==> src/rtl/bin2bcd_seq_pkg.sv <==
// bin2bcd_seq_pkg: shared constants, state encoding and sizing helper for bin2bcd_seq.
package bin2bcd_seq_pkg;
    localparam int BCD_DIGIT_W = 4;
    typedef enum logic {IDLE = 1'b0, SHIFT = 1'b1} state_t;
    // Smallest digit count that holds 2^bin_w-1 without overflow.
    function automatic int min_digits(input int bin_w);
        longint unsigned lim;
        longint unsigned p;
        int d;
        lim = (64'd1 << bin_w) - 64'd1;
        p = 64'd10;
        d = 1;
        while (p <= lim) begin
            d++;
            p *= 64'd10;
        end
        return d;
    endfunction
endpackage

==> src/rtl/bin2bcd_seq_if.sv <==
// bin2bcd_seq_if: start/busy/done handshake and result bus of the converter.
//   master: drives start, bin; observes busy, done, bcd, blank, overflow.
//   slave : the converter side.
interface bin2bcd_seq_if #(parameter int BIN_W = 8, parameter int DIGITS = 3);
    import bin2bcd_seq_pkg::*;
    logic                          start;
    logic [BIN_W-1:0]              bin;
    logic                          busy;
    logic                          done;
    logic [BCD_DIGIT_W*DIGITS-1:0] bcd;
    logic [DIGITS-1:0]             blank;
    logic                          overflow;
    modport master (output start, bin, input busy, done, bcd, blank, overflow);
    modport slave  (input start, bin, output busy, done, bcd, blank, overflow);
endinterface

==> src/rtl/bin2bcd_seq_bcd_digit_adj.sv <==
// bcd_digit_adj: combinational double-dabble cell, adds 3 to a BCD digit that is >= 5.
//   i_d: scratch digit in, o_d: adjusted digit out (4-bit, no carry out).
module bcd_digit_adj
    import bin2bcd_seq_pkg::*;
(
    input  logic [BCD_DIGIT_W-1:0] i_d,
    output logic [BCD_DIGIT_W-1:0] o_d
);
    assign o_d = (i_d >= BCD_DIGIT_W'(5)) ? i_d + BCD_DIGIT_W'(3) : i_d;
endmodule

==> src/rtl/bin2bcd_seq.sv <==
// bin2bcd_seq: sequential double-dabble binary-to-BCD converter, one input bit per clock.
//   pclk : rising-edge clock
//   rst_n: asynchronous active-low reset
//   bus  : slave side of bin2bcd_seq_if (start/bin in; busy/done/bcd/blank/overflow out)
module bin2bcd_seq
    import bin2bcd_seq_pkg::*;
#(
    parameter int BIN_W  = 8,
    parameter int DIGITS = 3
) (
    input  logic          pclk,
    input  logic          rst_n,
    bin2bcd_seq_if.slave  bus
);
    localparam int CNT_W = $clog2(BIN_W + 1);
    localparam int DW    = BCD_DIGIT_W * DIGITS;
    state_t             r_state;
    logic [BIN_W-1:0]   r_sr;
    logic [DW-1:0]      r_dig;
    logic [DW-1:0]      r_bcd;
    logic [CNT_W-1:0]   r_cnt;
    logic [DIGITS-1:0]  r_blank;
    logic               r_ovf;
    logic               r_overflow;
    logic               r_busy;
    logic               r_done;
    logic [DW-1:0]      w_adj;
    logic [DW-1:0]      w_dig_next;
    logic [BIN_W-1:0]   w_sr_next;
    logic               w_out;
    logic [DIGITS-1:0]  w_blank;
    for (genvar i = 0; i < DIGITS; i++) begin : g_adj
        bcd_digit_adj u_adj (
            .i_d (r_dig[BCD_DIGIT_W*i +: BCD_DIGIT_W]),
            .o_d (w_adj[BCD_DIGIT_W*i +: BCD_DIGIT_W])
        );
    end
    // w_out is the bit shifted out of the top digit; any 1 there means lost magnitude.
    assign {w_out, w_dig_next, w_sr_next} = {w_adj, r_sr, 1'b0};
    // Walk down from the MSD while digits stay zero; digit 0 is never blanked.
    always_comb begin
        logic z;
        w_blank = '0;
        z = 1'b1;
        for (int k = DIGITS - 1; k >= 1; k--) begin
            z = z && (w_dig_next[BCD_DIGIT_W*k +: BCD_DIGIT_W] == '0);
            w_blank[k] = z;
        end
    end
    always_ff @(posedge pclk or negedge rst_n) begin
        if (!rst_n) begin
            r_state    <= IDLE;
            r_sr       <= '0;
            r_dig      <= '0;
            r_cnt      <= '0;
            r_ovf      <= 1'b0;
            r_bcd      <= '0;
            r_blank    <= {DIGITS{1'b1}} << 1;
            r_overflow <= 1'b0;
            r_busy     <= 1'b0;
            r_done     <= 1'b0;
        end else begin
            r_done <= 1'b0;
            if (r_state == IDLE) begin
                if (bus.start) begin
                    r_sr    <= bus.bin;
                    r_dig   <= '0;
                    r_ovf   <= 1'b0;
                    r_cnt   <= CNT_W'(BIN_W);
                    r_busy  <= 1'b1;
                    r_state <= SHIFT;
                end
            end else begin
                r_sr  <= w_sr_next;
                r_dig <= w_dig_next;
                r_ovf <= r_ovf | w_out;
                r_cnt <= r_cnt - CNT_W'(1);
                if (r_cnt == CNT_W'(1)) begin
                    r_bcd      <= w_dig_next;
                    r_blank    <= w_blank;
                    r_overflow <= r_ovf | w_out;
                    r_done     <= 1'b1;
                    r_busy     <= 1'b0;
                    r_state    <= IDLE;
                end
            end
        end
    end
    assign bus.busy     = r_busy;
    assign bus.done     = r_done;
    assign bus.bcd      = r_bcd;
    assign bus.blank    = r_blank;
    assign bus.overflow = r_overflow;
endmodule

==> src/flat_wrapper.sv <==
// flat-port wrapper written by rule: the top's interface ports become plain ports
module bin2bcd_seq_flat import bin2bcd_seq_pkg::*;
#(
    parameter int BIN_W  = 8,
    parameter int DIGITS = 3
)
  (pclk, rst_n, bus_start, bus_bin, bus_busy, bus_done, bus_bcd, bus_blank, bus_overflow);
  bin2bcd_seq_if #(.BIN_W(BIN_W), .DIGITS(DIGITS)) bus_i ();
  input  logic pclk;
  input  logic rst_n;
  input wire logic [$bits(bus_i.start)-1:0] bus_start;
  input wire logic [$bits(bus_i.bin)-1:0] bus_bin;
  output wire logic [$bits(bus_i.busy)-1:0] bus_busy;
  output wire logic [$bits(bus_i.done)-1:0] bus_done;
  output wire logic [$bits(bus_i.bcd)-1:0] bus_bcd;
  output wire logic [$bits(bus_i.blank)-1:0] bus_blank;
  output wire logic [$bits(bus_i.overflow)-1:0] bus_overflow;
  assign bus_i.start = bus_start;
  assign bus_i.bin = bus_bin;
  assign bus_busy = bus_i.busy;
  assign bus_done = bus_i.done;
  assign bus_bcd = bus_i.bcd;
  assign bus_blank = bus_i.blank;
  assign bus_overflow = bus_i.overflow;
  bin2bcd_seq #(.BIN_W(BIN_W), .DIGITS(DIGITS)) u_core (.pclk(pclk), .rst_n(rst_n), .bus(bus_i));
endmodule
==> config.mk <==
export PLATFORM = sky130hd
export DESIGN_NAME = bin2bcd_seq_flat
export DESIGN_NICKNAME = d
export VERILOG_FILES = /design/src/rtl/bin2bcd_seq_pkg.sv /design/src/rtl/bin2bcd_seq_if.sv /design/src/rtl/bin2bcd_seq_bcd_digit_adj.sv /design/src/rtl/bin2bcd_seq.sv /design/src/flat_wrapper.sv
export SDC_FILE = /design/constraint.sdc
export NUM_CORES = 1
export LEC_CHECK = 0
export BUFFER_PORTS_ARGS = -buffer_cell sky130_fd_sc_hd__buf_2
export CAP_MARGIN = 20
export CORE_MARGIN = 2
export CORE_UTILIZATION = 60
export CTS_CLUSTER_DIAMETER = 150
export DETAILED_ROUTE_END_ITERATION = 7
export GPL_TIMING_DRIVEN = 0
export HOLD_SLACK_MARGIN = 0.15
export PLACE_DENSITY = 0.83
export SETUP_SLACK_MARGIN = 0.2
export SLEW_MARGIN = 15
export SYNTH_ARGS = -nofsm -noshare
export SYNTH_HDL_FRONTEND = slang
export SYNTH_HIERARCHICAL = 1
export SYNTH_SLANG_ARGS = --single-unit
export TNS_END_PERCENT = 50
==> constraint.sdc <==
create_clock -name pclk -period 3.6 [get_ports pclk]
set_input_delay 0.72 -clock pclk [delete_from_list [all_inputs] [get_ports pclk]]
set_output_delay 0.72 -clock pclk [all_outputs]
set_load 0.05 [all_outputs]
==> results.yml, run 1 <==
clocking:
  clkLatencyLatePin_ns: 0.34
  cts_tree: "built"
  htreeDepth: 2
  clkTransAtPathRegs_ns: 0.11
  cts_resized: 0
  cts_sinks: 43
  cts_setup_buffers: 0
  clk_path_buf_depth: 2
  clock-root-buffer: "clkbuf_4"
  cts_buffers: 5
  cts_hold_buf: 0
power_and_ir_drop:
  combPwrFrac: 0.541
  p_leak_nw: 1.14
  power_frac_clock: 0.091
  power.density_nw_per_um2: 1030
  p_switching_w: 0.00107
  total_power_w: 0.00237
  swShare: 0.452
  peakVddDrop_mv: 0.462
  power_frac_seq: 0.369
  internal-power_w: 0.00130
critical_path:
  reg2reg_depth: 8
  r2r-start: "u_core/r_dig[9]"
  critical_path_class: "reg -> reg"
  arrival_ns: 2.14
  r2r-end: "u_core/bus.blank[1]"
  cp.required_ns: 3.87
  startpoint_type: "flop"
  ff2ff_setup_slack_ns: 1.73
  critPathMaxFanout: 3
  cp-end-kind: "flop"
global_routing:
  antenna_found_initial: 0
  grt_pass1_wl_mm: 6.70
  overflow: 0
  grt_pass1_vias: 1430
  grt_use_total: 0.222
  grt_max_degree: 44
die:
  start_util: 0.625
  io_pins: 29
  core_sq_um: 3310
  fp.dieH_um: 62.7
  row_count: 21
  die_w_um: 62.7
  dieArea_sq_um: 3930
sta:
  grt_setup_unrepaired: "false"
  finalCritPeriodShare: 0.520
  setup_tns_ns: 0
  fin_worst_skew_ns: 0.00623
  relSlewSlack: 0.385
  maxSlewViolCount: 0
  period_needed_ns: 1.87
  clock.fmax_mhz: 535
  hold_violations: 0
  setup_viol: 0
  worstMarginPinSlew_ns: 0.923
yosys:
  ys_seq_elements: 43
  netlist_instances: 179
  ys_types: 26
  avgSynthCellArea_sq_um: 11.6
  ys_warn_count: 6
  synthesis.area_sq_um: 2070
  seq_area_frac_synth: 0.521
  synth_nets: 198
layout:
  syn_to_final_growth_pct: 11.7
  fin_nets: 232
  fillCellCount: 274
  diodes: 0
  ff_latch_area_sq_um: 1080
  layout_common_cells: "41 x dfrtp_1, 29 x buf_2, 22 x nand2_1, 13 x o21ai_0, 13 x mux2_4"
  layout_commonest_cell: "dfrtp_1"
  drive_gt1_frac: 0.266
  multiInputGateArea_sq_um: 890
detailed_routing:
  vias: 1402
  wl_mm: 3.73
  drt_iter0_drc: 70
  post-route-drc-count: 0
  wire_per_inst_um: 14.3
  drtAntennaViolNets: 0
  via_per_inst: 5.39
  firstDrtPassIters: 6
min_path:
  hold_path_class: "in -> async"
placed_design:
  dpl.hpwl_mm: 2.71
  gp_routability_congestion: 0.813
  io_buffers: 27
job:
  max_cap_viol_count: 0
outcome:
  outcome: "finished clean"
## cells by family after synthesis
| kind of cell | Yosys count | synth area share |
|---|---|---|
| xor gates and xnor gates | 5 | 0.0212 |
| buffers and inverters | 19 | 0.0484 |
| and+or+nand+nor | 43 | 0.0956 |
| other | 1 | 0.00181 |
| adders and majority gates | 8 | 0.0484 |
| DFF | 43 | 0.521 |
| AOI/OAI and AO/OA | 36 | 0.116 |
| muxes | 24 | 0.148 |
## worst max-delay path, stage by stage, from the launching register on
cell and delay, ns:
dfrtp_1 0.40, inv_1 0.10, ha_1 0.18, nand2b_1 0.17, a21oi_2 0.20, mux2i_1 0.14, nor4_1 0.42, nand3_1 0.11
o21ai_0 0.09
## registers in the layout, summed over array words and instances, names as in the netlist
| name | flops |
|---|---|
| u_core/bus.bcd | 12 |
| u_core/r_dig | 12 |
| u_core/r_sr | 8 |
| u_core/r_cnt | 4 |
| u_core/bus.blank | 2 |
| u_core/bus.busy | 1 |
| u_core/bus.done | 1 |
| u_core/bus.overflow | 1 |
| u_core/r_ovf | 1 |
| u_core/r_state | 1 |
## worst max path at each step
| stage | from | endpoint | cells past startpoint |
|---|---|---|---|
| CTS | u_core/bus.blank[2] | bus_blank[2] | 1 |
| floorplan | u_core/r_dig[8] | u_core/bus.blank[2] | 6 |
| detailed placement | u_core/r_dig[8] | u_core/bus.blank[1] | 8 |
| global route | u_core/r_dig[8] | u_core/bus.blank[1] | 8 |
| global placement | u_core/r_dig[8] | u_core/bus.blank[2] | 6 |
| finish | u_core/r_dig[9] | u_core/bus.blank[1] | 8 |
## metrics by stage
step	utilization	instance area [sq um]	hold slack, ns	worst slack (ns)	std cells
after floorplan	-	2070	0.424	1.96	179
after global placement	0.683	2260	0.463	1.84	252
after detailed placement	0.683	2260	0.484	1.76	252
after CTS	0.698	2310	0.510	1.72	260
after global routing	0.698	2310	0.533	1.51	260
final	0.698	2310	0.500	1.73	260
## metal layers
metal,up-vias,wire length (um),track usage
met5,-,0,0
met2,43,1830,0.356
met3,6,170,0.0631
met4,0,54,0.0778
li1,681,-,-
met1,672,1670,0.290
## power groups by stage
stage / Sequential [W] / Combinational [W] / Clock [W]
CTS: 0.000874 / 0.00129 / 0.000225
global placement: 0.000858 / 0.00122 / 0
global route: 0.000907 / 0.00140 / 0.000257
floorplan: 0.00113 / 0.000748 / 0
detailed placement: 0.000885 / 0.00128 / 0
finish: 0.000874 / 0.00128 / 0.000216
## cells in the mapped netlist
library cell  count  share of area
nor4_1            2         0.0060
nand2b_1          6          0.018
nor2_1            9          0.016
buf_8             1         0.0073
conb_1            1         0.0018
o21ai_0          13          0.031
clkbuf_1          2         0.0036
buf_4             2         0.0073
mux2_4           13          0.094
dfrtp_1          41           0.50
and4bb_4          1         0.0079
a21oi_2           3          0.013
inv_1            11          0.020
nor3_1            2         0.0048
xnor2_1           5          0.021
nand2_1          22          0.040
mux2i_1          11          0.053
buf_6             1         0.0054
a21oi_1           3         0.0073
buf_2             2         0.0048
o22ai_1           2         0.0060
ha_1              8          0.048
nand3_1           1         0.0024
a22o_1           12          0.051
dfstp_2           2          0.025
o21ai_1           3         0.0073
## area by class of cell
cell class | count | area share
Inverter | 11 | 0.0179
Buffer | 8 | 0.0255
Tap cell | 46 | 0.0249
Multi-Input combinational cell | 117 | 0.385
Clock buffer | 8 | 0.0211
Timing Repair Buffer | 27 | 0.0585
Sequential cell | 43 | 0.467
Note: power is estimated with default switching activity, not from simulation.
==> run 2, diff against run 1 <==
--- a/config.mk
+++ b/config.mk
@@ -8,12 +8,12 @@
 export BUFFER_PORTS_ARGS = -buffer_cell sky130_fd_sc_hd__buf_2
 export CAP_MARGIN = 20
 export CORE_MARGIN = 2
-export CORE_UTILIZATION = 60
+export CORE_UTILIZATION = 56
 export CTS_CLUSTER_DIAMETER = 150
 export DETAILED_ROUTE_END_ITERATION = 7
 export GPL_TIMING_DRIVEN = 0
 export HOLD_SLACK_MARGIN = 0.15
-export PLACE_DENSITY = 0.83
+export PLACE_DENSITY = 0.78
 export SETUP_SLACK_MARGIN = 0.2
 export SLEW_MARGIN = 15
 export SYNTH_ARGS = -nofsm -noshare
==> constraint.sdc (replaced) <==
create_clock -name pclk -period 1.85 [get_ports pclk]
set_input_delay 0.37 -clock pclk [delete_from_list [all_inputs] [get_ports pclk]]
set_output_delay 0.37 -clock pclk [all_outputs]
set_load 0.05 [all_outputs]
==> results.yml, run 2 (same netlist as run 1, synthesis figures left out) <==
layout:
  post_layout_nonfiller_instances: 272
  diodes: 0
  fin_nets: 243
  drive_gt1_frac: 0.388
  fin_util: 0.705
  syn_to_final_growth_pct: 23.0
  ff_latch_area_sq_um: 1080
  fillCellCount: 249
  layout_commonest_cell: "dfrtp_1"
  layout_common_cells: "39 x dfrtp_1, 29 x buf_2, 22 x nand2_1, 13 x buf_4, 13 x mux2_4"
  multiInputGateArea_sq_um: 997
clocking:
  clock-root-buffer: "clkbuf_8"
  clkLatencyLatePin_ns: 0.30
  cts_tree: "built"
  htreeDepth: 2
  clk_path_buf_depth: 2
  cts_sinks: 43
  clkTransAtPathRegs_ns: 0.08
  cts_buffers: 5
min_path:
  hold_path_class: "in -> async"
detailed_routing:
  via_per_inst: 5.45
  wl_mm: 4.22
  drtAntennaViolNets: 0
  vias: 1482
  drt_iter0_drc: 53
  wire_per_inst_um: 15.5
  firstDrtPassIters: 4
  post-route-drc-count: 0
critical_path:
  r2r-end: "u_core/bus.blank[2]"
  critical_path_class: "reg -> reg"
  r2r-start: "u_core/r_dig[9]"
  crit_slowest_cell: "dfrtp_1"
  cp.required_ns: 2.08
  ff2ff_setup_slack_ns: 0.18
  critPathMaxFanout: 3
  cp-end-kind: "flop"
  critical_path.max_stage_delay_ns: 0.39
  crit_buf_inv: 1
  worstPathCellList: "inv_2 -> ha_4 -> nand2b_4 -> a21oi_4 -> mux2i_2 -> nor4_2 -> mux2_4"
  reg2reg_depth: 7
  startpoint_type: "flop"
  critical_path.top_delay_family: "multiplexers"
  arrival_ns: 1.90
global_routing:
  grt_pass1_vias: 1519
  grt_max_degree: 44
  grt_use_total: 0.231
  overflow: 0
  grt_pass1_wl_mm: 7.17
  antenna_found_initial: 0
sta:
  worstMarginPinSlew_ns: 0.924
  clock.fmax_mhz: 600
  grt_setup_unrepaired: "true"
  setup_viol: 0
  maxSlewViolCount: 0
  hold_violations: 0
  period_needed_ns: 1.67
  relSlewSlack: 0.384
  finalCritPeriodShare: 0.902
  fin_worst_skew_ns: 0.00401
die:
  start_util: 0.574
  fp.dieH_um: 64.8
  row_count: 22
  core_sq_um: 3610
  die_w_um: 64.8
  io_pins: 29
  dieArea_sq_um: 4200
power_and_ir_drop:
  peakVddDrop_mv: 0.834
  power.density_nw_per_um2: 2110
  p_leak_nw: 1.22
placed_design:
  io_buffers: 27
  dpl.hpwl_mm: 2.79
  gp_routability_congestion: 0.828
  dpl.cell_count: 254
outcome:
  outcome: "finished clean"
job:
  max_cap_viol_count: 0
[run 2: stage by stage]
stage / area [sq um] / total power [W] / hold WS, ns / setup WS [ns] / TNS (ns)
2_1_floorplan: 2070 / 0.00365 / 0.0744 / 0.213 / 0
3_3_place_gp: 2260 / 0.00406 / 0.466 / 0.0690 / 0
3_5_place_dp: 2260 / 0.00422 / 0.484 / -0.0526 / -0.0881
4_1_cts: 2470 / 0.00521 / 0.239 / 0.201 / 0
5_1_grt: 2540 / 0.00573 / 0.279 / 0.129 / 0
6_report: 2540 / 0.00537 / 0.205 / 0.182 / 0
[run 2: routing by layer]
layer,share of wire,GRT usage,vias up
li1,-,-,703
met1,0.43,0.280,722
met2,0.51,0.396,49
met3,0.048,0.0451,8
met4,0.018,0.106,0
met5,0,0,-
[run 2: worst max-delay path by stage]
stage,cells after the start,slack (ns),endpoint,start
detailed placement,7,-0.05,u_core/bus.blank[1],u_core/r_dig[8]
CTS,7,0.20,u_core/bus.blank[1],u_core/r_dig[8]
global route,8,0.13,u_core/bus.blank[1],u_core/r_dig[9]
floorplan,6,0.21,u_core/bus.blank[2],u_core/r_dig[8]
global placement,6,0.07,u_core/bus.blank[2],u_core/r_dig[8]
finish,7,0.18,u_core/bus.blank[2],u_core/r_dig[9]
[run 2: final cells by class]
type / instances / share of cell area
Inverter: 11 / 0.0162
Buffer: 8 / 0.0231
Multi-Input combinational cell: 117 / 0.392
Clock inverter: 1 / 0.00197
Timing Repair Buffer: 38 / 0.0856
Sequential cell: 43 / 0.425
Clock buffer: 6 / 0.0325
Tap cell: 48 / 0.0236
[run 2: report_power, final]
group / switching [W] / total, W / internal [W] / leakage [nW]
logic: 0.00169 / 0.00304 / 0.00135 / 0.647
clock network: 0.000309 / 0.000602 / 0.000293 / 0.0470
registers: 0.000349 / 0.00172 / 0.00138 / 0.528
[run 2: timing repair]
item | CTS | global route
hold buffers | 0 | 0
pin swaps | 5 | 6
setup endpoints to repair | 2 | 7
cloned | 0 | 0
gates resized for setup | 13 | 12
setup buffers | 8 | 3
